==> src/rtl/multu_hilo_if.sv <==
`default_nettype none
// ============================================================================
// Module   : multu_hilo_if
// Brief    : Operand/funct/readback bundle between control decode and multu_hilo.
// Revision : 1.0  initial release
// ============================================================================
interface multu_hilo_if #(
    parameter int WIDTH = 32
);
    logic [WIDTH-1:0] dataA;
    logic [WIDTH-1:0] dataB;
    logic [5:0]       Signal;
    logic [WIDTH-1:0] Output;
    logic             busy;

    modport master (
        output dataA,
        output dataB,
        output Signal,
        input  Output,
        input  busy
    );

    modport slave (
        input  dataA,
        input  dataB,
        input  Signal,
        output Output,
        output busy
    );
endinterface
`default_nettype wire

==> src/rtl/multu_hilo.sv <==
`default_nettype none
// ============================================================================
// Module   : multu_hilo
// Brief    : Sequential 32-step shift-add multiplier writing a 2*WIDTH product
//            into the shared Hi/Lo pair; MFHI/MFLO read it back on Output.
//            Optional macro MULT_SIGNED_EN adds the signed MULT funct code.
// Revision : 1.0  initial release
// ============================================================================
module multu_hilo #(
    parameter int WIDTH   = 32,
    parameter int F_MULTU = 25,
    parameter int F_MULT  = 24,
    parameter int F_MFHI  = 16,
    parameter int F_MFLO  = 18
) (
    input  wire logic    clk,
    input  wire logic    reset,
    multu_hilo_if.slave  bus
);

    localparam int             CW        = $clog2(WIDTH);
    localparam logic [5:0]     c_f_multu = 6'(F_MULTU);
    localparam logic [5:0]     c_f_mfhi  = 6'(F_MFHI);
    localparam logic [5:0]     c_f_mflo  = 6'(F_MFLO);
    localparam logic [CW-1:0]  c_last    = CW'(WIDTH - 1);

    typedef enum logic [1:0] {
        S_IDLE = 2'd0,
        S_RUN  = 2'd1,
        S_DONE = 2'd2
    } state_t;

    state_t              r_state;
    state_t              w_state_nxt;
    logic [WIDTH-1:0]    r_mcand;
    logic [2*WIDTH-1:0]  r_prod;
    logic [CW-1:0]       r_count;
    logic [WIDTH-1:0]    r_hi;
    logic [WIDTH-1:0]    r_lo;

    logic                w_start;
    logic [WIDTH-1:0]    w_a_load;
    logic [WIDTH-1:0]    w_b_load;
    logic [WIDTH:0]      w_sum;
    logic [2*WIDTH-1:0]  w_prod_shift;
    logic [2*WIDTH-1:0]  w_res;

`ifdef MULT_SIGNED_EN
    localparam logic [5:0] c_f_mult = 6'(F_MULT);

    logic r_neg;
    logic w_signed;

    // Magnitudes in two's complement: the most negative value maps onto itself,
    // which read as unsigned is exactly 2^(WIDTH-1).
    always_comb begin
        w_signed = (bus.Signal == c_f_mult);
        w_start  = (bus.Signal == c_f_multu) || w_signed;
        w_a_load = (w_signed && bus.dataA[WIDTH-1]) ? (~bus.dataA + 1'b1) : bus.dataA;
        w_b_load = (w_signed && bus.dataB[WIDTH-1]) ? (~bus.dataB + 1'b1) : bus.dataB;
        w_res    = r_neg ? (~r_prod + 1'b1) : r_prod;
    end

    always_ff @(posedge clk or posedge reset) begin
        if (reset) begin
            r_neg <= 1'b0;
        end else if (r_state == S_IDLE && w_start) begin
            r_neg <= w_signed && (bus.dataA[WIDTH-1] ^ bus.dataB[WIDTH-1]);
        end
    end
`else
    always_comb begin
        w_start  = (bus.Signal == c_f_multu);
        w_a_load = bus.dataA;
        w_b_load = bus.dataB;
        w_res    = r_prod;
    end
`endif

    // One shift-add step: conditional add into the upper half with carry kept,
    // then {carry, prod} shifted right by one.
    always_comb begin
        w_sum        = {1'b0, r_prod[2*WIDTH-1:WIDTH]} + (r_prod[0] ? {1'b0, r_mcand} : '0);
        w_prod_shift = {w_sum, r_prod[WIDTH-1:1]};
    end

    always_ff @(posedge clk or posedge reset) begin
        if (reset) begin
            r_state <= S_IDLE;
        end else begin
            r_state <= w_state_nxt;
        end
    end

    always_comb begin
        w_state_nxt = r_state;
        case (r_state)
            S_IDLE:  if (w_start) w_state_nxt = S_RUN;
            S_RUN:   if (r_count == c_last) w_state_nxt = S_DONE;
            S_DONE:  w_state_nxt = S_IDLE;
            default: w_state_nxt = S_IDLE;
        endcase
    end

    always_ff @(posedge clk or posedge reset) begin
        if (reset) begin
            r_mcand <= '0;
            r_prod  <= '0;
            r_count <= '0;
            r_hi    <= '0;
            r_lo    <= '0;
        end else begin
            case (r_state)
                S_IDLE: begin
                    if (w_start) begin
                        r_mcand <= w_a_load;
                        r_prod  <= {{WIDTH{1'b0}}, w_b_load};
                        r_count <= '0;
                    end
                end
                S_RUN: begin
                    r_prod  <= w_prod_shift;
                    r_count <= r_count + 1'b1;
                end
                S_DONE: begin
                    r_hi <= w_res[2*WIDTH-1:WIDTH];
                    r_lo <= w_res[WIDTH-1:0];
                end
                default: ;
            endcase
        end
    end

    // Readback only ever exposes committed Hi/Lo, never the partial product.
    always_comb begin
        bus.Output = '0;
        if (bus.Signal == c_f_mfhi) begin
            bus.Output = r_hi;
        end else if (bus.Signal == c_f_mflo) begin
            bus.Output = r_lo;
        end
    end

    assign bus.busy = (r_state != S_IDLE);

endmodule
`default_nettype wire

==> src/flat_wrapper.sv <==
// flat-port wrapper written by rule: the top's interface ports become plain ports
module multu_hilo_flat 
#(
    parameter int WIDTH   = 32,
    parameter int F_MULTU = 25,
    parameter int F_MULT  = 24,
    parameter int F_MFHI  = 16,
    parameter int F_MFLO  = 18
)
  (clk, reset, bus_dataA, bus_dataB, bus_Signal, bus_Output, bus_busy);
  multu_hilo_if #(.WIDTH(WIDTH)) bus_i ();
  input  wire logic clk;
  input  wire logic reset;
  input wire logic [$bits(bus_i.dataA)-1:0] bus_dataA;
  input wire logic [$bits(bus_i.dataB)-1:0] bus_dataB;
  input wire logic [$bits(bus_i.Signal)-1:0] bus_Signal;
  output wire logic [$bits(bus_i.Output)-1:0] bus_Output;
  output wire logic [$bits(bus_i.busy)-1:0] bus_busy;
  assign bus_i.dataA = bus_dataA;
  assign bus_i.dataB = bus_dataB;
  assign bus_i.Signal = bus_Signal;
  assign bus_Output = bus_i.Output;
  assign bus_busy = bus_i.busy;
  multu_hilo #(.WIDTH(WIDTH), .F_MULTU(F_MULTU), .F_MULT(F_MULT), .F_MFHI(F_MFHI), .F_MFLO(F_MFLO)) u_core (.clk(clk), .reset(reset), .bus(bus_i));
endmodule
==> config.mk <==
export PLATFORM = sky130hd
export DESIGN_NAME = multu_hilo_flat
export DESIGN_NICKNAME = d
export VERILOG_FILES = /design/src/rtl/multu_hilo_if.sv /design/src/rtl/multu_hilo.sv /design/src/flat_wrapper.sv
export SDC_FILE = /design/constraint.sdc
export NUM_CORES = 1
export LEC_CHECK = 0
export ABC_AREA = 1
export CORE_MARGIN = 3
export CORE_UTILIZATION = 57
export DETAILED_ROUTE_END_ITERATION = 10
export HOLD_SLACK_MARGIN = 0.15
export PLACE_DENSITY = 0.8
export REMOVE_ABC_BUFFERS = 1
export SLEW_MARGIN = 5
export SYNTH_ARGS = -nofsm -noshare
export SYNTH_HDL_FRONTEND = slang
export SYNTH_SLANG_ARGS = --single-unit
==> constraint.sdc <==
create_clock -name clk -period 7.1 [get_ports clk]
set_input_delay 1.42 -clock clk [delete_from_list [all_inputs] [get_ports clk]]
set_output_delay 1.42 -clock clk [all_outputs]
set_load 0.01 [all_outputs]
==> flow_summary.ini <==
[timing]
period_minus_slack_ns = 4.80
worstMarginPinSlew_ns = 1.13
fin_worst_skew_ns = 0.00474
tns_ns = 0
post-route-period-util_pct = 67.5
hold_violations = 0
fmax_mhz = 209
finalSetupViolations = 0
timing.final.max_slew_violations = 0
rsz0062_at_grt = false
relSlewSlack_pct = 24.7

[floorplanning]
ios = 105
dieArea_um2 = 18500
core_um2 = 16200
die_width_um = 136
rows = 46
start_util_pct = 59.5
chipHeight_um = 136

[worst_setup_path]
criticalPathCategory = in2out
path_cells = clkdlybuf4s50_1 > inv_1 > nor3_1 > nand3_1 > buf_4 > o22ai_1 > clkdlybuf4s50_1
required_ns = 5.68
slowest_stage = clkdlybuf4s50_1
cp-end-kind = output pin
cp_common_cell = clkdlybuf4s50_1
start_kind = input pin
max_stage_delay_ns = 0.56
critPathArrivalTime_ns = 3.38
worstPathMaxFanout = 30

[routing]
num_vias = 8652
drc_errors = 0
drtAntennaViolNets = 0
drtPass1Iterations = 5
wl_um = 23400
wire_per_inst_um = 13.8
vias_per_cell = 5.09
drt_iter0_markers = 609

[logic_synthesis]
synth_common_cells = nand2_1 (498), inv_1 (272), dfrtp_1 (167)
synth-main-ff-cell = dfrtp_1
synth_enable_flop_cells = 0
synth.distinct_cells = 28
synth_top_area_cell = dfrtp_1
yosys_warnings = 0
netlist_top_cells_area = dfrtp_1 (43%), nand2_1 (19%), inv_1 (11%)
synth_seq_cells = 167
netlist_area_um2 = 9620
syn_avg_cell_area_um2 = 6.92
yosysSeqAreaShare_pct = 43.4
synth_top_area_share_pct = 43.4
synthMostInstantiatedCell = nand2_1
syn_inst = 1391
async_reset_ff_share_pct = 100

[clock_network]
cts_setup_buffers = 0
ctsResizeCount = 0
cts.path.max_buffers = 2
clock-root-buffer = clkbuf_16
cts_sinks = 167
htreeDepth = 4
tritoncts = done
cts_buffers = 17
holdBufCountCts = 0
path_clk_slew_ns = 0.07
insertion_delay_ns = 0.42

[outcome]
status = complete, no violations

[finish]
n_fill_cell = 1393
ff_latch_area_um2 = 4180
antenna_cells = 0
area_growth_pct = 18.7
nets = 1579
drive_gt1_share_pct = 3.44
multi_input_area_um2 = 4190

[run]
maxCapViolCount = 0

[global_route]
grt_pass1_vias = 8089
grt_max_degree = 129
grt_antenna_before_repair = 0
grt_util_all_layers_pct = 26.4
grt-ovfl-total = 0
grt_pass1_wl_um = 39000

[place]
hpwl_um = 17000
gp_congestion = 0.914
portBuffers = 104

[worst_hold_path]
hp-class = reg2reg

[power_and_ir_drop]
p_total_uw = 3440
p_per_area_nw_per_um2 = 301
p_leak_uw = 0.00659
vdd_ir_drop_max_uv = 190
==> sequential cells by signal, summed over array words and instances, names as in the netlist <==
name / flops
u_core.r_count: 5
u_core.r_hi: 32
u_core.r_lo: 32
u_core.r_mcand: 32
u_core.r_prod: 64
u_core.r_state: 2
==> layer usage <==
metal  wire length (µm)  global-route usage, %
met1              11100                   38.8
met2              10400                   40.8
met3               1530                   4.07
met4                419                   7.78
met5                  0                      0
==> cells by family after synthesis <==
group / count (synthesis) / share of synthesized area, %
flops: 167 / 43.4
buf+inv: 326 / 13.1
compound gates: 225 / 12.7
simple gates: 634 / 25.8
xor+xnor: 4 / 0.364
fa+ha+maj: 35 / 4.63
==> final cells by class <==
class                   count  area share, %
clock buffers              18           3.85
well taps                 216           2.37
multi-input cells         898           36.7
flip-flops and latches    167           36.6
repair buffers            112           9.64
inverters                 276           9.12
clock inverters            13           1.70
==> report_power, final <==
group          internal [µW]  total [µW]  switching [µW]
clock network            604        1000             399
registers               1180        1350             166
logic                    383        1090             709
total                   2170        3440            1270
==> per-stage QoR <==
stage	hold WS [ns]	cell area [µm²]	util [%]	setup WS (ns)	std cells
finish	0.481	11400	70.6	2.30	1700
global route	0.493	11400	70.6	2.20	1700
CTS	0.484	11400	70.6	2.33	1700
detailed placement	0.465	10800	66.7	2.34	1669
global placement	0.460	10800	66.7	2.42	1669
floorplan	0.448	9390	-	1.16	1341
==> worst max-delay path, delay by kind of cell <==
kind                   cells  cell delay (ns)
buffers and inverters      4             1.34
AOI/OAI and AO/OA          1             0.17
and+or+nand+nor            2             0.42
==> path summary, 6_finish.rpt <==
| kind | startpoint | to | slack, ns | cells after the start |
|---|---|---|---|---|
| hold reg to reg | u_core.r_mcand[6] | u_core.r_mcand[6] | 0.48 | 2 |
| min in group asynchronous | reset | u_core.r_prod[6] | 1.34 | 2 |
| hold / removal | u_core.r_mcand[6] | u_core.r_mcand[6] | 0.48 | 2 |
| max in group asynchronous | reset | u_core.r_mcand[24] | 4.59 | 3 |
| setup reg to reg | u_core.r_prod[0] | u_core.r_prod[51] | 4.02 | 15 |
| setup / recovery | bus_Signal[4] | bus_Output[20] | 2.30 | 7 |
==> placed cells by master, fill, tap and decap left out, types with 2 or more instances in the layout <==
cell	count
nand2_2	3
inv_2	4
ha_1	34
a21oi_1	43
nor2_1	72
o21bai_1	3
nand3_1	45
inv_1	271
clkinv_2	2
inv_8	2
o211ai_1	13
clkinvlp_4	2
o21ai_1	12
inv_6	4
nor3_1	8
o21ai_0	113
clkbuf_16	17
xnor2_1	2
dfrtp_1	167
buf_4	8
clkdlybuf4s50_1	104
nand4_1	4
bufinv_16	4
nand2_1	497
o22ai_1	40
xor2_1	2
Power figures use the tool's default switching activity.
